### src/rtl/fpu_wb_queue_if.sv
// fpu_wb_queue_if: writeback handshake bus between fpu_wb_queue and the
// shared PRF/FCR writeback port.
//   val      queue -> port   head entry valid
//   ready    port  -> queue  writeback port accepts the head this cycle
//   is_cmp   queue -> port   1 = FCR write via fcr_ptr, 0 = PRF write via dst_ptr
//   y        queue -> port   result data
//   rob_ptr  queue -> port   ROB pointer of the head result
//   dst_ptr  queue -> port   PRF destination of the head result
//   fcr_ptr  queue -> port   FCR destination of the head result
// Modports: master = the queue, slave = the writeback port.
interface fpu_wb_queue_if #(
    parameter int LG_PRF_WIDTH = 4,
    parameter int LG_ROB_WIDTH = 4,
    parameter int LG_FCR_WIDTH = 4
);
    logic                    val;
    logic                    ready;
    logic                    is_cmp;
    logic [63:0]             y;
    logic [LG_ROB_WIDTH-1:0] rob_ptr;
    logic [LG_PRF_WIDTH-1:0] dst_ptr;
    logic [LG_FCR_WIDTH-1:0] fcr_ptr;

    modport master (output val, is_cmp, y, rob_ptr, dst_ptr, fcr_ptr, input ready);
    modport slave  (input val, is_cmp, y, rob_ptr, dst_ptr, fcr_ptr, output ready);
endinterface

### src/rtl/fpu_wb_queue.sv
// fpu_wb_queue: writeback buffer behind the non-stallable, fixed-latency FPU.
// Every arithmetic or compare result is captured into a small FIFO and drained
// to the shared writeback port over val/ready. Credits (can_issue) guarantee the
// FIFO always has room for every result already in flight.
//
// Ports:
//   clk          clock, all state on posedge
//   reset        asynchronous, active-low reset
//   issue_start  op issued to the FPU this cycle
//   can_issue    scheduler may issue this cycle
//   flush        discard queued and in-flight results
//   fpu_val      FPU arithmetic result valid
//   fpu_cmp_val  FPU compare (FCR) result valid
//   fpu_y, fpu_rob_ptr, fpu_dst_ptr, fpu_fcr_ptr   FPU result payload
//   wb           writeback bus (fpu_wb_queue_if.master)
//   err          sticky protocol error (overflow, unexpected or double arrival)
//
// Optional feature: define FPU_WBQ_BYPASS_EN to forward an arrival straight to
// the writeback bus when the FIFO is empty and the port is ready in that cycle.
// Without it every result goes through the FIFO (one-cycle minimum latency).
module fpu_wb_queue #(
    parameter int LG_PRF_WIDTH = 4,
    parameter int LG_ROB_WIDTH = 4,
    parameter int LG_FCR_WIDTH = 4,
    parameter int FPU_LAT      = 2,
    parameter int LG_DEPTH     = 2
) (
    input  logic                    clk,
    input  logic                    reset,
    input  logic                    issue_start,
    output logic                    can_issue,
    input  logic                    flush,
    input  logic                    fpu_val,
    input  logic                    fpu_cmp_val,
    input  logic [63:0]             fpu_y,
    input  logic [LG_ROB_WIDTH-1:0] fpu_rob_ptr,
    input  logic [LG_PRF_WIDTH-1:0] fpu_dst_ptr,
    input  logic [LG_FCR_WIDTH-1:0] fpu_fcr_ptr,
    fpu_wb_queue_if.master          wb,
    output logic                    err
);
    localparam int DEPTH = 1 << LG_DEPTH;
    // Wide enough for occupancy (<= DEPTH) plus in-flight count (<= FPU_LAT).
    localparam int CW    = $clog2(DEPTH + FPU_LAT + 1);

    typedef struct packed {
        logic                    is_cmp;
        logic [63:0]             y;
        logic [LG_ROB_WIDTH-1:0] rob_ptr;
        logic [LG_PRF_WIDTH-1:0] dst_ptr;
        logic [LG_FCR_WIDTH-1:0] fcr_ptr;
    } entry_t;

    // Bit i set: an accepted op delivers its result i cycles from now.
    logic [FPU_LAT-1:0] r_inflt;
    // Bit i set: the result arriving i cycles from now belongs to a flushed op.
    logic [FPU_LAT-1:0] r_kill;

    logic [LG_DEPTH:0]  wr_ptr, rd_ptr;
    entry_t             mem [DEPTH];
    entry_t             arr_entry, head;

    logic               arrival, enq_req, empty, full, deq, push, overflow;
    logic               issue_ok, err_set, bypass_take;
    logic [LG_DEPTH:0]  occ;
    logic [CW-1:0]      inflt_cnt;

    assign arrival   = fpu_val | fpu_cmp_val;
    assign arr_entry = '{is_cmp: fpu_cmp_val, y: fpu_y, rob_ptr: fpu_rob_ptr,
                         dst_ptr: fpu_dst_ptr, fcr_ptr: fpu_fcr_ptr};

    assign empty = (wr_ptr == rd_ptr);
    assign full  = (wr_ptr[LG_DEPTH] != rd_ptr[LG_DEPTH]) &&
                   (wr_ptr[LG_DEPTH-1:0] == rd_ptr[LG_DEPTH-1:0]);
    assign occ   = wr_ptr - rd_ptr;

    // Credit check uses registered state only; a dequeue in this same cycle is
    // deliberately not credited, which keeps the path off wb.ready.
    always_comb begin
        inflt_cnt = '0;
        for (int i = 0; i < FPU_LAT; i++) begin
            inflt_cnt = inflt_cnt + CW'(r_inflt[i]);
        end
        can_issue = (CW'(occ) + inflt_cnt) < CW'(DEPTH);
    end

    assign issue_ok = issue_start && can_issue && !flush;
    assign enq_req  = arrival && r_inflt[0] && !r_kill[0] && !flush;

    // Head of the FIFO drives the bus; an empty FIFO shows zeros so the bus is
    // clean after reset/flush regardless of stale RAM contents.
    always_comb begin
        // NOTE: every signal written here gets a default first, so no latch is inferred.
        head        = empty ? '0 : mem[rd_ptr[LG_DEPTH-1:0]];
        wb.val      = !empty;
        bypass_take = 1'b0;
`ifdef FPU_WBQ_BYPASS_EN
        if (empty && enq_req && wb.ready) begin
            bypass_take = 1'b1;
            head        = arr_entry;
            wb.val      = 1'b1;
        end
`endif
        wb.is_cmp  = head.is_cmp;
        wb.y       = head.y;
        wb.rob_ptr = head.rob_ptr;
        wb.dst_ptr = head.dst_ptr;
        wb.fcr_ptr = head.fcr_ptr;
    end

    assign deq      = !empty && wb.ready;
    assign push     = enq_req && !bypass_take && (!full || deq);
    assign overflow = enq_req && full && !deq;
    assign err_set  = (arrival && !r_inflt[0]) || (fpu_val && fpu_cmp_val) || overflow;

    // NOTE: sequential state is updated with non-blocking assignments only.
    always_ff @(posedge clk or negedge reset) begin
        if (!reset) begin
            r_inflt <= '0;
            r_kill  <= '0;
            wr_ptr  <= '0;
            rd_ptr  <= '0;
            err     <= 1'b0;
        end else begin
            r_inflt <= (r_inflt >> 1) | (FPU_LAT'(issue_ok) << (FPU_LAT - 1));
            // A flush marks everything still in flight (beyond this cycle's
            // arrival, which flush already blocks) as dead on arrival.
            r_kill  <= flush ? (r_inflt >> 1) : (r_kill >> 1);
            err     <= err | err_set;
            if (flush) begin
                wr_ptr <= '0;
                rd_ptr <= '0;
            end else begin
                if (push) wr_ptr <= wr_ptr + 1'b1;
                if (deq)  rd_ptr <= rd_ptr + 1'b1;
            end
        end
    end

    // NOTE: the entry RAM is not reset; the pointers alone define which entries are live.
    always_ff @(posedge clk) begin
        if (push) mem[wr_ptr[LG_DEPTH-1:0]] <= arr_entry;
    end
endmodule

### src/flat_wrapper.sv
// flat-port wrapper written by rule: the top's interface ports become plain ports
module fpu_wb_queue_flat 
#(
    parameter int LG_PRF_WIDTH = 4,
    parameter int LG_ROB_WIDTH = 4,
    parameter int LG_FCR_WIDTH = 4,
    parameter int FPU_LAT      = 2,
    parameter int LG_DEPTH     = 2
)
  (clk, reset, issue_start, can_issue, flush, fpu_val, fpu_cmp_val, fpu_y, fpu_rob_ptr, fpu_dst_ptr, fpu_fcr_ptr, err, wb_val, wb_is_cmp, wb_y, wb_rob_ptr, wb_dst_ptr, wb_fcr_ptr, wb_ready);
  fpu_wb_queue_if #(.LG_PRF_WIDTH(LG_PRF_WIDTH), .LG_ROB_WIDTH(LG_ROB_WIDTH), .LG_FCR_WIDTH(LG_FCR_WIDTH)) wb_i ();
  input  logic clk;
  input  logic reset;
  input  logic issue_start;
  output logic can_issue;
  input  logic flush;
  input  logic fpu_val;
  input  logic fpu_cmp_val;
  input  logic [63:0] fpu_y;
  input  logic [LG_ROB_WIDTH-1:0] fpu_rob_ptr;
  input  logic [LG_PRF_WIDTH-1:0] fpu_dst_ptr;
  input  logic [LG_FCR_WIDTH-1:0] fpu_fcr_ptr;
  output logic err;
  output wire logic [$bits(wb_i.val)-1:0] wb_val;
  output wire logic [$bits(wb_i.is_cmp)-1:0] wb_is_cmp;
  output wire logic [$bits(wb_i.y)-1:0] wb_y;
  output wire logic [$bits(wb_i.rob_ptr)-1:0] wb_rob_ptr;
  output wire logic [$bits(wb_i.dst_ptr)-1:0] wb_dst_ptr;
  output wire logic [$bits(wb_i.fcr_ptr)-1:0] wb_fcr_ptr;
  input wire logic [$bits(wb_i.ready)-1:0] wb_ready;
  assign wb_val = wb_i.val;
  assign wb_is_cmp = wb_i.is_cmp;
  assign wb_y = wb_i.y;
  assign wb_rob_ptr = wb_i.rob_ptr;
  assign wb_dst_ptr = wb_i.dst_ptr;
  assign wb_fcr_ptr = wb_i.fcr_ptr;
  assign wb_i.ready = wb_ready;
  fpu_wb_queue #(.LG_PRF_WIDTH(LG_PRF_WIDTH), .LG_ROB_WIDTH(LG_ROB_WIDTH), .LG_FCR_WIDTH(LG_FCR_WIDTH), .FPU_LAT(FPU_LAT), .LG_DEPTH(LG_DEPTH)) u_core (.clk(clk), .reset(reset), .issue_start(issue_start), .can_issue(can_issue), .flush(flush), .fpu_val(fpu_val), .fpu_cmp_val(fpu_cmp_val), .fpu_y(fpu_y), .fpu_rob_ptr(fpu_rob_ptr), .fpu_dst_ptr(fpu_dst_ptr), .fpu_fcr_ptr(fpu_fcr_ptr), .wb(wb_i), .err(err));
endmodule
### config.mk
export PLATFORM = sky130hd
export DESIGN_NAME = fpu_wb_queue_flat
export DESIGN_NICKNAME = d
export VERILOG_FILES = /design/src/rtl/fpu_wb_queue_if.sv /design/src/rtl/fpu_wb_queue.sv /design/src/flat_wrapper.sv
export SDC_FILE = /design/constraint.sdc
export NUM_CORES = 1
export LEC_CHECK = 0
export BUFFER_PORTS_ARGS = -buffer_cell sky130_fd_sc_hd__buf_2
export CORE_MARGIN = 5
export CORE_UTILIZATION = 30
export DETAILED_ROUTE_END_ITERATION = 6
export GPL_ROUTABILITY_DRIVEN = 0
export RECOVER_POWER = 25
export SETUP_SLACK_MARGIN = 0.5
export SLEW_MARGIN = 40
export SYNTH_ARGS = -nofsm -noshare
export SYNTH_HDL_FRONTEND = slang
export SYNTH_SLANG_ARGS = --single-unit
export TNS_END_PERCENT = 100
### constraint.sdc
create_clock -name clk -period 9.4 [get_ports clk]
set_clock_uncertainty 0.1 [all_clocks]
set_input_delay 0.47 -clock clk [delete_from_list [all_inputs] [get_ports clk]]
set_output_delay 0.47 -clock clk [all_outputs]
set_load 0.05 [all_outputs]
Word-level counts from Yosys, hierarchy flattened
Memory sizes are Yosys's and may differ from the RTL's.
Index checks and enable logic that the tools add are counted.
{"block": "totals", "reg_bits": 11, "out_inout_bits": 80, "n_memories": 1, "elab_cells": 49, "inputBits": 83, "ram_bits": 308}
{"name": "u_core.mem", "words": 4, "width": 77, "rd": 1, "rd_ports_with_merged_regs": 0, "write_ports": 1, "line_no": "fpu_wb_queue.sv:60", "rtl": "entry_t mem [DEPTH];"}
{"block": "classes", "n_reduce_logical": 23, "magnitude_cmp": 1, "bitwise_logic": 3, "mux": 8, "n_eq_ne": 3, "addsub": 5}
{"cell": "77-bit 2-to-1 mux", "count": 1}
{"cell": "1-bit logical AND", "count": 12}
{"cell": "3-bit 2-to-1 mux", "count": 4}
{"cell": "3-bit by 1-bit adder with 3-bit output, second input constant", "count": 2}
{"cell": "1-bit zero test", "count": 6}
{"cell": "2-bit nonzero test", "count": 2}
{"cell": "3-bit adder", "count": 1}
{"cell": "3-bit == test", "count": 1}
{"cell": "1-bit logical OR", "count": 3}
{"cell": "3-bit < comparator, second input constant", "count": 1}
{"cell": "1-bit 2-to-1 mux", "count": 3}
{"cell": "3-bit subtractor", "count": 1}
{"cell": "1-bit by 1-bit adder with 2-bit output", "count": 1}
{"cell": "2-bit == test", "count": 1}
{"cell": "1-bit bitwise OR", "count": 2}
{"cell": "1-bit by 2-bit bitwise OR with 2-bit output", "count": 1}
{"cell": "1-bit inequality test", "count": 1}

Longest topological paths before layout
Gate-level depths: netlist of the first run.
{"block": "logic_depth", "depth_word": 8, "depth_mapped": 8, "ltp_nobuf": 8}

Least setup slack after synthesis of the first run
No wires, ideal clock.
{"block": "synth_timing", "path_type": "register to register", "start": "reg u_core.wr_ptr[0]", "end": "mem u_core.mem[0][0] (netlist name) (enable)", "arrival_time_ns": 3.173, "setup_time_ns": 0.444, "path_buffers": 0, "slack_ns": 5.683, "synth_period_minus_slack_ns": 3.717, "stages_incl_launch_ff": 6, "required_ns": 8.856, "cell_sequence": "dfrtp_1 -> inv_1 -> ha_1 -> and4_4 -> nor4_4 -> and2_1"}
{"block": "synth_between", "elab_chain_cells": 7, "elab_cells_between_ends": 10, "classes_between": "2 x eq/ne; 2 x mux; 6 x reduce/logical"}
{"item": "start, declared", "line_no": "fpu_wb_queue.sv:59", "rtl": "logic [LG_DEPTH:0] wr_ptr, rd_ptr;"}
{"item": "start signal, assigned", "line_no": "fpu_wb_queue.sv:134", "rtl": "if (push) wr_ptr <= wr_ptr + 1'b1;"}
{"item": "3-bit == test / 2-bit == test (equally long branches)", "line_no": "fpu_wb_queue.sv:72, fpu_wb_queue.sv:74"}
{"item": "1-bit zero test / 1-bit logical AND (equally long branches)", "line_no": "fpu_wb_queue.sv:111, fpu_wb_queue.sv:73"}
{"item": "1-bit logical AND / 1-bit zero test (equally long branches)", "line_no": "fpu_wb_queue.sv:111, fpu_wb_queue.sv:112"}
{"item": "1-bit logical OR", "line_no": "fpu_wb_queue.sv:112", "rtl": "assign push = enq_req && !bypass_take && (!full || deq);"}
{"item": "1-bit logical AND", "line_no": "fpu_wb_queue.sv:112"}
{"item": "1-bit 2-to-1 mux", "line_no": "fpu_wb_queue.sv:142", "rtl": "if (push) mem[wr_ptr[LG_DEPTH-1:0]] <= arr_entry;"}
{"item": "1-bit 2-to-1 mux (implied by the code)", "line_no": "fpu_wb_queue.sv:142"}
{"item": "end, declared", "line_no": "fpu_wb_queue.sv:60"}
Parallel ways exist; a longest one is shown, timed or not.

Final worst setup path of the first run
{"block": "layout_timing", "start": "reg u_core.rd_ptr[1]", "end": "mem u_core.mem[1][74] (netlist name) (enable)"}
{"block": "layout_between", "elab_chain_cells": 7, "elab_cells_between_ends": 10, "classes_between": "2 x eq/ne; 2 x mux; 6 x reduce/logical"}
{"item": "start, declared", "line_no": "fpu_wb_queue.sv:59"}
{"item": "start signal, assigned", "line_no": "fpu_wb_queue.sv:135", "rtl": "if (deq) rd_ptr <= rd_ptr + 1'b1;"}
{"item": "3-bit == test / 2-bit == test (equally long branches)", "line_no": "fpu_wb_queue.sv:72, fpu_wb_queue.sv:74"}
{"item": "1-bit zero test / 1-bit logical AND (equally long branches)", "line_no": "fpu_wb_queue.sv:111, fpu_wb_queue.sv:73"}
{"item": "1-bit logical AND / 1-bit zero test (equally long branches)", "line_no": "fpu_wb_queue.sv:111, fpu_wb_queue.sv:112"}
{"item": "1-bit logical OR (*)", "line_no": "fpu_wb_queue.sv:112"}
{"item": "1-bit logical AND (*)", "line_no": "fpu_wb_queue.sv:112"}
{"item": "1-bit 2-to-1 mux (*)", "line_no": "fpu_wb_queue.sv:142"}
{"item": "1-bit 2-to-1 mux (implied by the code) (*)", "line_no": "fpu_wb_queue.sv:142"}
Mark *: on every way between the ends. The rest lies on a longest branch, timed or not.

==> results of run 1 <==
kinds of logic after synthesis:
logic type / count (synthesis) / synth area share, %
compound gates: 7 / 0.3973
xor+xnor: 7 / 0.5602
fa+ha+maj: 9 / 0.9778
buf+inv: 35 / 1.334
flops: 318 / 77.33
mux: 80 / 14.40
simple gates: 97 / 5.001
cells in the mapped netlist, types with 2 or more instances:
cell / n
mux2i_1: 2
ha_1: 8
xnor2_1: 5
buf_4: 3
nand2b_1: 3
mux4_2: 77
a31oi_1: 3
inv_1: 8
and2_1: 81
buf_2: 5
nor2_1: 6
buf_6: 2
clkbuf_1: 17
dfrtp_1: 10
edfxtp_1: 308
nand2_1: 2
sequential cells by signal, summed over array words and instances (netlist names):
name,count
u_core.r_inflt,2
u_core.rd_ptr,3
u_core.r_kill,1
u_core.wr_ptr,3
u_core.err,1
u_core.mem,308
final cells by class:
cell class,count,area [um2],area share [%]
Inverter,8,30.03,0.2038
Clock buffer,42,944.7,6.411
Clock inverter,16,113.9,0.7728
Tap cell,532,665.6,4.518
Multi-Input combinational cell,200,2645,17.95
Timing Repair Buffer,171,828.3,5.622
Sequential cell,318,9507,64.52
timing repair:
action                                 in CTS  in global routing
endpoints found under the hold margin      10                  0
hold buffers                                1                  0
gates resized for setup                     0                  0
cells in the final DEF, fill, tap and decap left out, drive strengths merged:
cell and count:
a21oi 1, a22oi 1, a311o 1, a31oi 3, and2 81, and3b 1
and4 1, and4bb 1, buf 118, bufinv 1, clkbuf 94, clkinv 12
clkinvlp 3, dfrtp 10, dlygate4sd3 1, edfxtp 308, fa 1, ha 8
inv 8, mux2 1, mux2i 2, mux4 77, nand2 2, nand2b 3
nand3 1, nor2 6, nor4 1, o31ai 1, xnor2 6, xor2 1
per-layer routing:
layer  wire length [um]  vias to the layer above  part of all wire (%)
met3               1634                       52                   6.5
met4                645                        2                   2.6
met5                  7                        -                 0.028
li1                   -                     2598                     -
met2              11890                      144                    47
met1              11030                     2949                    44
worst min path at each step:
stage                                    to  slack (ns)  cells after the start
after global placement     u_core.rd_ptr[1]        0.25                      1
final                      u_core.mem[2][2]        0.07                      1
after CTS                 u_core.mem[0][26]       0.007                      1
after detailed placement   u_core.rd_ptr[1]        0.25                      1
after global routing      u_core.mem[2][22]        0.06                      1
after floorplan                  u_core.err        0.07                      0
report_power, final:
| group | total [mW] | internal, mW | switching [mW] |
|---|---|---|---|
| clock network | 1.27 | 0.742 | 0.524 |
| logic | 0.704 | 0.215 | 0.489 |
| registers | 1.60 | 1.58 | 0.0159 |
| total | 3.57 | 2.54 | 1.03 |
per-stage QoR:
step / std cells / worst slack, ns / util [%] / cell area (um2) / power, mW
final: 1287 / 5.805 / 36.25 / 14730 / 3.568
after CTS: 1287 / 5.665 / 36.41 / 14800 / 3.642
after floorplan: 553 / 5.683 / - / 12280 / 2.166
after global placement: 1227 / 5.697 / 33.73 / 13710 / 2.342
after global routing: 1287 / 5.496 / 36.25 / 14730 / 3.728
after detailed placement: 1228 / 5.698 / 33.78 / 13730 / 2.354
==> impl_metrics.ini, run 1 <==
[timing]
hold_violations = 0
fin_setup_tns_ns = 0
min_period_ns = 3.595
relSlewSlack_pct = 50.73
fmax_mhz = 278.1
final_max_slew_viol_count = 0
fin_crit_sh_pct = 38.25
tightest_slew_ns = 0.7391
setup_viol = 0
rsz0062_at_grt = false
worst_hold_slack_ns = 0.07179

[worst_setup_path]
path_buf_inv = 1
arrival_ns = 3.64
worst_r2r_path_depth = 5
r2r_setup_slack_ns = 5.80
start_kind = flip-flop
required_ns = 9.44
reg2reg_from = u_core.rd_ptr[1]
cp_cell_sequence = xnor2_2, and4_4, nor4_4, and2_4, buf_4
critical_path_class = reg2reg
crit_slowest_cell = dfrtp_4
critPathMaxStageDelay_ns = 0.87
r2r_end = u_core.mem[1][74]
cp.depth = 5
crit_end = u_core.mem[1][74]
cp-end-kind = flip-flop
cp_max_fo = 44
crit_family = simple AND/OR/NAND/NOR gates
critPathLaunch = u_core.rd_ptr[1]

[synthesis]
yosysTopAreaCell = edfxtp_1
async_flop_share_pct = 3.145
yosys-top-cells-area = edfxtp_1, mux4_2, and2_1
syn_area_um2 = 12280
synth_edf_count = 308
synthCells = 553
synth-seq-cells = 318
yosysSeqAreaShare_pct = 77.33
synth_top_area_share_pct = 75.29
synth_nets = 645
synth_warnings = 0
synthFlopType = edfxtp_1
syn_area_per_cell_um2 = 22.21
ys_types = 29

[detailed_routing]
drcViolationCount = 0
num_vias = 5745
finalWirelength_um = 25210
ant_nets = 0
drt_iter0_drc = 361
viasPerCell = 4.464
dr.pass1.iters = 4
drt-wirelength-per-cell_um = 19.59

[power_and_ir_drop]
irDropWorstVdd_mv = 0.1962
leakage_nw = 4.870
p_per_area_nw_per_um2 = 242.1

[floorplanning]
ios = 163
num_rows = 74
dieWidth_um = 212.4
die_h_um = 212.4
coreArea_um2 = 40650
die-area_um2 = 45090
initial_core_util_pct = 30.22

[grt]
overflow = 0
met2_usage_pct = 17.92
gr-max-usage-layer = met2
grt_pass1_vias = 6432
met1_usage_pct = 15.26
grt_pass1_wl_um = 38680
grt_max_degree = 50
grtUsageMet3_pct = 3.010
track_usage_pct = 11.33
antenna_found_initial = 1

[clock_network]
post_cts_buffers = 0
numCtsBuffers = 36
clockBufferDepth = 3
clk_latency_ns = 0.52
clock_sinks = 318
clk_pin_slew_ns = 0.06
cts_root_buf = clkbuf_16
cts_tree = built
cts_htree_levels = 2

[layout]
area_delta_synth_final_pct = 19.94
fill_cells = 3751
drive_gt1_share_pct = 33.64
n_antenna_cell = 0
finalNetCount = 827

[place]
hpwl_um = 15270
io_buffers = 162

[hold_path]
hp-class = in2reg
min-delay-start = fpu_fcr_ptr[2]

[outcome]
status = finished clean

[flow_run]
timing.max_cap.violations = 0
(Power assumes the default switching activity.)
==> run 2, diff against run 1 <==
clock period = 3 ns   (was 9.4 ns; I/O delays follow)
==> run 2 against run 1 <==
Net effect:
- via count up 12%
- global-route usage is 0.90 points higher
- register-to-register slack got worse by 5.2 ns
- final cell count is 11% higher
- critical path type is now reg2out
- critical endpoint is now can_issue
- highest routed layer is now met4
==> impl_metrics.ini, run 2 (synthesized netlist as in run 1, its figures left out) <==
[floorplanning]
dieWidth_um = 212.4
die_h_um = 212.4
die-area_um2 = 45090
coreArea_um2 = 40650
ios = 163
initial_core_util_pct = 30.22
num_rows = 74

[worst_setup_path]
required_ns = 2.75
path_buf_inv = 2
start_kind = flip-flop
cp-end-kind = primary output
cp_cell_sequence = fa_1, inv_2, ha_4, a31oi_2, xnor2_2, buf_6
critical_path_class = reg2out
r2r_setup_slack_ns = 0.59
crit_slowest_cell = fa_1
cp_max_fo = 5
r2r_end = u_core.mem[3][34]
worst_r2r_path_depth = 5
arrival_ns = 2.44
reg2reg_from = u_core.rd_ptr[0]
critPathMaxStageDelay_ns = 0.57
crit_family = adder cells

[timing]
final_max_slew_viol_count = 0
fmax_mhz = 372.3
tightest_slew_ns = 0.5301
fin_crit_sh_pct = 89.52
setup_ws_ns = 0.3143
rsz0062_at_grt = true
min_period_ns = 2.686
relSlewSlack_pct = 64.54
setup_viol = 0
fin_setup_tns_ns = 0
hold_violations = 0

[detailed_routing]
finalWirelength_um = 31880
drt_iter0_drc = 383
drt-wirelength-per-cell_um = 22.34
dr.pass1.iters = 4
num_vias = 6435
viasPerCell = 4.509
ant_nets = 0
drcViolationCount = 0

[grt]
grt_pass1_vias = 6757
antenna_found_initial = 2
grt_max_degree = 55
grt_pass1_wl_um = 41660
track_usage_pct = 12.23
overflow = 0

[power_and_ir_drop]
irDropWorstVdd_mv = 0.5810
power_mw = 12.90
p_per_area_nw_per_um2 = 741.4
leakage_nw = 5.912

[layout]
finalNetCount = 959
layout.cells.most_common = edfxtp_1
drive_gt1_share_pct = 43.11
stdcell_area_um2 = 17390
largest_reg_flops = 308
area_delta_synth_final_pct = 41.60
final_util_pct = 42.79
fill_cells = 3596
layout_common_cells = edfxtp_1, dlygate4sd3_1, mux4_2

[hold_path]
holdPathEnd = u_core.err
whs_path_depth = 4
hp-class = in2reg
min-delay-start = fpu_val

[clock_network]
clockBufferDepth = 3
cts_root_buf = clkbuf_16
clk_pin_slew_ns = 0.06
numCtsBuffers = 36
cts_htree_levels = 2
clock_sinks = 318
cts_tree = built
clk_latency_ns = 0.51

[place]
hpwl_um = 16160
post-place-ws_ns = 0.5043
io_buffers = 162
place_area_um2 = 13920

[outcome]
status = finished clean

[flow_run]
timing.max_cap.violations = 0
## run 2: changes by cell type in the layout (fill, tap and decap cells not counted), moves of 3 or more
cell           before  now
clkinv_2            5    8
ha_1                8    5
buf_8               0   20
buf_6               0   57
clkbuf_16          37   52
and2_4              3   69
buf_16              0    5
dlygate4sd3_1       1   83
and2_1             78   12
buf_12              1   21
buf_2             110   44
## run 2: what timing repair did
action | 4_1_cts | 5_1_grt
hold buffers | 83 | 0
setup buffers | 7 | 9
cloned | 3 | 24
gates resized for setup | 9 | 334
pin swaps | 6 | 22
endpoints found under the setup margin | 98 | 376
endpoints found under the hold margin | 326 | 0
## run 2: how the worst max path moves through the flow
stage                       from           endpoint  slack [ns]  cells past startpoint
2_1_floorplan   u_core.wr_ptr[0]   u_core.mem[0][0]        0.12                      5
3_3_place_gp    u_core.wr_ptr[0]  u_core.mem[0][23]        0.53                      6
3_5_place_dp    u_core.wr_ptr[0]  u_core.mem[0][52]        0.50                      6
4_1_cts        u_core.r_inflt[0]          can_issue        0.24                      8
5_1_grt        u_core.r_inflt[0]          can_issue        0.23                      8
6_report        u_core.rd_ptr[1]          can_issue        0.31                      6
## run 2: per-layer routing
layer  global-route usage (%)  share of wire [%]  up-vias
met2                    19.19                 47      188
met5                        0                  0        -
met3                    3.202                5.7       39
met4                    2.737                1.6        0
met1                    17.32                 46     3322
li1                         -                  -     2886
## run 2: layout make-up
cell class / instances / area [um2] / area share [%]
sequential: 318 / 9508 / 54.66
timing repair buffer: 301 / 3171 / 18.23
multi-input combinational: 202 / 2917 / 16.77
clock buffer: 48 / 967.2 / 5.560
tap: 532 / 665.6 / 3.827
clock inverter: 16 / 131.4 / 0.7553
inverter: 8 / 30.03 / 0.1726
antenna: 2 / 5.005 / 0.02877
## run 2: per-stage QoR
step	instances	hold WS, ns
6_report	1427	0.03999
5_1_grt	1427	0.05307
4_1_cts	1392	0.003985
3_5_place_dp	1235	-0.06687
3_3_place_gp	1235	-0.06978
2_1_floorplan	553	-0.2456
## run 2: worst register-to-register path, cell delays in order, from the launching register on
cell      delay, ns
dfrtp_4        0.56
buf_6          0.15
ha_4           0.24
and4_4         0.17
and4bb_4       0.53
buf_12         0.30
## run 2: power breakdown
part / internal, mW / leakage [nW] / switching (mW)
registers: 4.96 / 2.90 / 0.0353
clock network: 2.44 / 0.539 / 1.65
logic: 1.79 / 2.47 / 2.03
total: 9.18 / 5.91 / 3.72
